[src/rtl/inter_slave_rx.sv]
// Slave-side receiver: delayed ready, one write per handshake into an 8x3 regfile.
// Optional feature: define INTER_SLAVE_ACCUM_EN to accumulate (mod 8) instead of overwrite.
module inter_slave_rx #(
    parameter int unsigned READY_DELAY = 2,
    parameter int unsigned CNT_W       = 8
) (
    input  logic             clk,
    input  logic             rst_n,
    input  logic             valid,
    input  logic [2:0]       addr_in,
    input  logic [2:0]       value_in,
    output logic             ready,
    input  logic [2:0]       rd_addr,
    output logic [2:0]       rd_data,
    output logic [CNT_W-1:0] wr_count,
    output logic             busy
);

    typedef enum logic [1:0] {StIdle, StWait, StRdy, StCool} state_e;

    localparam logic [3:0] CNT_INIT = (READY_DELAY > 0) ? 4'(READY_DELAY - 1) : 4'd0;

    state_e     state;
    logic [3:0] cnt;
    logic [2:0] regs [8];
    logic [2:0] wr_val;

`ifdef INTER_SLAVE_ACCUM_EN
    assign wr_val = regs[addr_in] + value_in;
`else
    assign wr_val = value_in;
`endif

    assign rd_data = regs[rd_addr];

    // ready and busy are registered alongside the state so they change on the same edge.
    always_ff @(posedge clk or negedge rst_n) begin
        if (!rst_n) begin
            state    <= StIdle;
            cnt      <= 4'd0;
            ready    <= 1'b0;
            busy     <= 1'b0;
            wr_count <= '0;
            for (int i = 0; i < 8; i++) begin
                regs[i] <= 3'd0;
            end
        end else begin
            case (state)
                StIdle: begin
                    if (valid) begin
                        busy <= 1'b1;
                        if (READY_DELAY == 0) begin
                            state <= StRdy;
                            ready <= 1'b1;
                        end else begin
                            state <= StWait;
                            cnt   <= CNT_INIT;
                        end
                    end
                end
                StWait: begin
                    if (!valid) begin
                        state <= StIdle;
                        busy  <= 1'b0;
                    end else if (cnt == 4'd0) begin
                        state <= StRdy;
                        ready <= 1'b1;
                    end else begin
                        cnt <= cnt - 4'd1;
                    end
                end
                StRdy: begin
                    ready <= 1'b0;
                    if (valid) begin
                        regs[addr_in] <= wr_val;
                        wr_count      <= wr_count + CNT_W'(1);
                        state         <= StCool;
                    end else begin
                        state <= StIdle;
                        busy  <= 1'b0;
                    end
                end
                StCool: begin
                    // Interconnect still holds valid this cycle; ignore it.
                    state <= StIdle;
                    busy  <= 1'b0;
                end
                default: begin
                    state <= StIdle;
                    ready <= 1'b0;
                    busy  <= 1'b0;
                end
            endcase
        end
    end

endmodule

[config.mk]
export PLATFORM = sky130hd
export DESIGN_NAME = inter_slave_rx
export DESIGN_NICKNAME = d
export VERILOG_FILES = /design/src/rtl/inter_slave_rx.sv
export SDC_FILE = /design/constraint.sdc
export NUM_CORES = 1
export LEC_CHECK = 0
export CORE_ASPECT_RATIO = 1.1
export CORE_MARGIN = 10
export CORE_UTILIZATION = 45
export DETAILED_ROUTE_END_ITERATION = 10
export GPL_TIMING_DRIVEN = 0
export MAX_ROUTING_LAYER = met4
export PLACE_DENSITY = 0.74
export SLEW_MARGIN = 20
export SYNTH_ARGS = -nofsm -noshare
export SYNTH_HDL_FRONTEND = slang
export SYNTH_SLANG_ARGS = --single-unit
[constraint.sdc]
create_clock -name clk -period 1.63 [get_ports clk]
set_input_delay 0.163 -clock clk [delete_from_list [all_inputs] [get_ports clk]]
set_output_delay 0.163 -clock clk [all_outputs]
set_load 0.01 [all_outputs]
==> summary.md, run 1 <==
| Metric | Value |
|---|---|
| Max transition margin | 69.7% |
| TritonCTS clock tree | yes |
| Unique masters post-synth | 38 |
| Post-route DRC | 0 |
| Sw Pwr | 0.00109 W |
| Unrepaired setup endpoints after global routing | true |
| Mean post-synth cell area | 12.9 µm² |
| Setup slack, reg-to-reg | 0 ps |
| FF+latch count, synth | 40 |
| Clk_lat worst skew | 290 ps |
| Final setup fails | 5 |
| DRT Pass-1 Iters | 4 |
| Crit end category | output pin |
| Antenna Cells | 0 |
| Post-DRT Antenna Nets | 0 |
| Drt wl/cell | 17.1 µm |
| H-tree levels | 2 |
| Switching part of the total | 30.8% |
| Worst EP required | 1470 ps |
| Slew Limit Fails | 0 |
| Vias in the first global route | 1470 |
| Fin. Hold Viols | 0 |
| Initial Utilization | 47.0% |
| Clk sinks | 40 |
| Most frequent cells in the layout | dfrtp_1 (40), mux2_2 (23), clkdlybuf4s50_1 (17) |
| Total global-route track usage | 12.0% |
| Maximum clock path buffer count | 2 |
| Fin util | 60.0% |
| DP Cell Count | 234 |
| DIE HEIGHT | 90.5 µm |
| PD cells | 1360 mW/mm² |
| Via density | 5.56 |
| Ys Warns | 0 |
| Core Area | 0.00432 mm² |
| Crit path launch type | register |
| RePlAce Congestion | 0.819 |
| Sequential fraction of the synthesis area | 49.3% |
| Share of layout cells above drive strength 1 | 38.1% |
| Core Rows | 25 |
| Synthesized area | 0.00203 mm² |
| Worst-path maximum fanout | 2 |
| Fillers | 352 |
| Post-layout min period | 1730 ps |
| Combinational Power Share | 36.3% |
| CTS root buf | clkbuf_8 |
| CTS Buf Count | 5 |
| Critical path class | register to output pin |
| Die area | 0.00760 mm² |
| Max cap viols | 0 |
| Final Non-Filler Cells | 248 |
| WL final | 4250 µm |
| Synth-to-layout area growth | 27.6% |
| Most common cell after layout, fill and taps aside | dfrtp_1 |
| Max Freq | 577 MHz |
| Ports | 25 |
| Pleak | 1.21 nW |
| Status | finished, violations left |
| Hpwl dp | 3150 µm |
| Clock Skew | 5.25 ps |
| Nets | 211 |
| Mapped Nets | 175 |
| First-pass GRT wire length | 7340 µm |
| Largest net degree at the start of global routing | 31 |
| Initial DRC count | 94 |
| Gate count of the mapped netlist | 157 |
| Reg clk slew, reported paths | 80 ps |
| Class of the worst hold path | input port to asynchronous set/reset pin |
| Antenna violations before repair | 0 |
| Die width | 84.1 µm |
| CP Data Arrival Time | 1570 ps |
| Clock Power Share | 22.7% |
| Ratio of final minimum period to clock period | 106% |
| PortBufs | 22 |
| Final worst slack | -104 ps |
| Via count | 1378 |
| Failing checks | negative setup slack |
| Register share of total power | 41.1% |
| GR Overflow Total | 0 |
| Worst Max-Slew Pin Slew | 453 ps |
| Maximum vdd drop | 0.695 mV |
| P_int | 0.00244 W |
[synth_stat cells]
master     n  area share (%)
buf_4      1            0.37
a22oi_1    1            0.37
a21oi_1    4            0.99
clkbuf_1   2            0.37
nor3_1     4            0.99
nand4_1    1            0.31
xor2_1     3             1.3
or4_4      1            0.55
a31oi_1    1            0.31
nand3_2    1            0.49
mux4_2     6             6.7
mux2i_1    3             1.5
mux2_1     3             1.7
nand4b_1   2            0.86
ha_1       6             3.7
o32ai_1    1            0.43
nand2b_1   3            0.92
nor3b_1    2            0.74
nor3_2     2            0.99
or3b_1     1            0.43
or3_1      1            0.31
o21bai_1   1            0.37
dfrtp_1   40              49
buf_2      2            0.49
nor4_1     1            0.31
nand2_4    1            0.55
nor2_1     6             1.1
nand3_1    5             1.2
xnor2_1    4             1.7
buf_6      1            0.55
inv_1      7             1.3
mux2_2    24              13
o21ai_0    2            0.49
mux2_4     3             2.2
a22o_1     2            0.86
and3_1     1            0.31
nand2_1    7             1.3
a211oi_1   1            0.37
[final timing paths]
kind,to,depth (start not counted),from
max in group asynchronous,cnt[0],3,rst_n
min in group clk,wr_count[0],4,valid
setup / recovery,rd_data[2],3,regs[23]
hold / removal,regs[8],2,rst_n
setup reg to reg,regs[18],5,state[0]
hold reg to reg,wr_count[7],1,wr_count[7]
[worst max-delay path, cell delays in order, from the launching register on]
cell and delay, ps:
dfrtp_1 400, mux4_2 480, mux2_4 280, buf_6 120
[cells by family after synthesis]
logic type | count (synthesis) | synth area share, %
flip-flops | 40 | 49.3
multiplexers | 39 | 25.3
AND/OR/NAND/NOR | 39 | 11.4
AO/OA/AOI/OAI | 13 | 4.19
buffers and inverters | 13 | 3.08
XOR/XNOR | 7 | 3.02
adder cells (fa/ha/maj) | 6 | 3.70
[timing repair]
item,4_1_cts,5_1_grt
resized for setup,22,12
hold endpoints to repair,10,0
hold buffers,1,0
pin swaps,2,5
cloned,0,0
endpoints found under the setup margin,30,25
buffers inserted,6,1
[flip-flops by register name (all words and copies together), names as in the netlist]
name,count
regs,24
busy,1
cnt,4
state,2
ready,1
wr_count,8
[power by group through the flow]
| stage | sequential [W] | clock (W) | combinational (W) |
|---|---|---|---|
| 6_report | 0.00145 | 0.000800 | 0.00128 |
| 5_1_grt | 0.00148 | 0.000869 | 0.00141 |
| 4_1_cts | 0.00144 | 0.000821 | 0.00121 |
| 3_5_place_dp | 0.00146 | 0 | 0.00112 |
| 3_3_place_gp | 0.00144 | 0 | 0.00106 |
| 2_1_floorplan | 0.00143 | 0 | 0.000753 |
[final cells by class]
cell class / instances / area, µm² / area share, %
timing repair buffer: 31 / 300 / 11.6
tap: 54 / 67.6 / 2.61
sequential: 40 / 1000 / 38.6
multi-input combinational: 104 / 1060 / 41.0
clock inverter: 3 / 42.5 / 1.64
buffer: 4 / 22.5 / 0.869
clock buffer: 5 / 68.8 / 2.66
inverter: 7 / 26.3 / 1.01
[per-stage QoR]
stage          setup slack [ps]  total power, W  TNS (ps)  hold WS, ps  area (µm²)
2_1_floorplan             -40.9         0.00218      -123         -133        2040
3_5_place_dp               -475         0.00258     -3110         60.6        2350
3_3_place_gp               -514         0.00250    -23050          461        2330
5_1_grt                    -150         0.00376      -580          308        2590
4_1_cts                    -115         0.00347      -501          277        2520
6_report                   -104         0.00353      -305          283        2590
[per-layer routing]
metal / wire [µm] / vias up / track usage [%]
li1: - / 636 / -
met1: 1860 / 701 / 13.7
met2: 2150 / 33 / 19.5
met3: 152 / 8 / 3.16
met4: 79 / 0 / 5.03
met5: 0 / - / -
Note: power is estimated with default switching activity, not from simulation.
==> inputs of run 2 (changes only) <==
Settings changed: CORE_UTILIZATION 45 to 49, PLACE_DENSITY 0.74 to 0.79.
==> summary.md, run 2 (synthesized netlist as in run 1, its figures left out) <==
| Metric | Value |
|---|---|
| CP Data Arrival Time | 1570 ps (about the same) |
| Worst path cell trace | mux4_2, mux2_4, buf_6 |
| Crit path largest cell delay | 490 ps (about the same) |
| Core Area | 0.00399 mm² (-7.5%) |
| Finished Cell Area | 0.00263 mm² (+1.3%) |
| Die width | 81.4 µm (-3.2%) |
| Initial Utilization | 50.8% (+3.8 points) |
| Clk sinks | 40 (unchanged) |
| Core Rows | 24 (-4.0%) |
| Via density | 5.63 (+1.3%) |
| TritonCTS clock tree | yes |
| Post-route DRC | 0 (unchanged) |
| Final setup fails | 6 (+1) |
| Ports | 25 (unchanged) |
| Setup slack, reg-to-reg | -30 ps (-30 ps) |
| Via count | 1384 (+0.44%) |
| Slew Limit Fails | 0 (unchanged) |
| First-pass GRT wire length | 7550 µm (+2.8%) |
| Antenna violations before repair | 0 (unchanged) |
| Maximum vdd drop | 1.10 mV (+58%) |
| Clock Skew | 7.03 ps (+1.77 ps) |
| Synth-to-layout area growth | 29.3% |
| H-tree levels | 2 (unchanged) |
| Fin. Hold Viols | 0 (unchanged) |
| Vias in the first global route | 1532 (+4.2%) |
| Fillers | 287 (-18%) |
| Unrepaired setup endpoints after global routing | true |
| Final worst slack | -105 ps (-1.52 ps) |
| Failing checks | negative setup slack |
| DIE HEIGHT | 87.5 µm (-3.2%) |
| Post-DRT Antenna Nets | 0 (unchanged) |
| Fin util | 65.7% (+5.7 points) |
| Initial DRC count | 87 (-7.4%) |
| Power, Total | 0.00370 W (+4.9%) |
| Total global-route track usage | 14.2% (+2.2 points) |
| RePlAce Congestion | 0.796 (-2.8%) |
| Clk_lat worst skew | 290 ps (about the same) |
| Largest net degree at the start of global routing | 27 (-13%) |
| Antenna Cells | 0 (unchanged) |
| Max cap viols | 0 (unchanged) |
| Most common cell after layout, fill and taps aside | dfrtp_1 |
| Class of the worst hold path | input port to asynchronous set/reset pin |
| DRT Pass-1 Iters | 4 (unchanged) |
| Hpwl dp | 3050 µm (-3.2%) |
| Top Usage Layer GRT | met2 |
| Maximum clock path buffer count | 2 (unchanged) |
| PD cells | 1410 mW/mm² (+3.6%) |
| WL final | 4550 µm (+7.2%) |
| Ratio of final minimum period to clock period | 106% (about the same) |
| CP Launch Point | regs[14] |
| Most frequent cells in the layout | dfrtp_1 (40), mux2_2 (19), clkdlybuf4s50_1 (17) |
| Reg clk slew, reported paths | 80 ps (about the same) |
| Worst path bufs/invs | 1 (unchanged) |
| Reg2reg start | state[0] |
| Max transition margin | 67.2% (-2.5 points) |
| Worst-path maximum fanout | 2 (unchanged) |
| Max reg flops | 24 (unchanged) |
| Drt wl/cell | 18.5 µm (+8.0%) |
| Slowest CP cell | mux4_2 |
| Met3 GRT Util | 3.72% (+0.56 points) |
| Status | finished, violations left |
| Post-DP Area | 0.00234 mm² (-0.11%) |
| Largest delay contributor family on the critical path | multiplexers |
| Crit path launch type | register |
| CTS root buf | clkbuf_8 |
| Share of layout cells above drive strength 1 | 37.1% (-1.0 points) |
| Max Freq | 576 MHz (about the same) |
| GR Overflow Total | 0 (unchanged) |
| Regs by FF count | regs: 24 flops, wr_count: 8 flops, cnt: 4 flops |
| CTS Buf Count | 5 (unchanged) |
| Die area | 0.00712 mm² (-6.3%) |
| Nets | 212 (+0.47%) |
| Top reg by flops | regs |
| Met1 Track Usage GR | 17.0% (+3.4 points) |
| Critical path class | register to output pin |
| PortBufs | 22 (unchanged) |
| Crit end category | output pin |
| GR Util met2 | 21.9% (+2.4 points) |
| Worst Max-Slew Pin Slew | 492 ps (+39.0 ps) |
| Post-layout min period | 1740 ps (+1.52 ps) |
| Pleak | 1.22 nW (+0.91%) |
| Worst EP required | 1470 ps (about the same) |
## run 2: report_power, final
group	total, W	leakage, nW	internal [W]	switching (W)
clock	0.000946	0.0642	0.000603	0.000343
combinational	0.00130	0.631	0.000746	0.000549
sequential	0.00146	0.527	0.00126	0.000201
## run 2: layout make-up
type / count / area, µm² / share of cell area, %
buffer: 4 / 22.5 / 0.858
sequential: 40 / 1000 / 38.1
tap: 52 / 65.1 / 2.48
multi-input combinational: 104 / 1070 / 40.6
clock inverter: 2 / 60.1 / 2.29
inverter: 7 / 26.3 / 1.00
timing repair buffer: 32 / 315 / 12.0
clock buffer: 5 / 68.8 / 2.62
## run 2: repair_timing
item,CTS,global route
endpoints found under the setup margin,29,28
hold buffers,1,0
hold endpoints to repair,14,0
pin swaps,3,5
setup buffers,5,3
resized for setup,28,11
## run 2: path summary, 6_finish.rpt
| check | end | cells past startpoint |
|---|---|---|
| worst max-delay path | rd_data[2] | 3 |
| worst min register to register | wr_count[7] | 1 |
| min in group clk | cnt[1] | 4 |
| max in group asynchronous | state[1] | 3 |
| worst max register to register | regs[23] | 5 |
| worst min-delay path | regs[5] | 2 |
## run 2: metal layers
layer | vias to the layer above | routed length [µm]
met3 | 8 | 242
met1 | 707 | 2000
li1 | 637 | -
met2 | 32 | 2220
met5 | - | 0
met4 | 0 | 89
## run 2: worst reg2reg max path: stages, from the launching register on
cell and delay, ps:
dfrtp_1 410, inv_2 90, ha_4 200, nand2_8 70, or4_4 460, mux2_4 320
## run 2: metrics by stage
step           instances  hold WS [ps]  setup TNS (ps)  setup WS, ps
3_5_place_dp         232          96.8           -3340          -426
5_1_grt              246           347            -686          -152
2_1_floorplan        157          -133            -123         -40.9
3_3_place_gp         231           460          -23420          -525
6_report             246           314            -343          -105
4_1_cts              243           318            -628          -107
==> inputs of run 3 (changes only) <==
Settings changed: CORE_UTILIZATION 49 to 45, PLACE_DENSITY 0.79 to 0.74, SKIP_LAST_GASP set to 1.
==> results of run 3 <==
The final DEF is identical to that of run 1; final timing and power are the same.
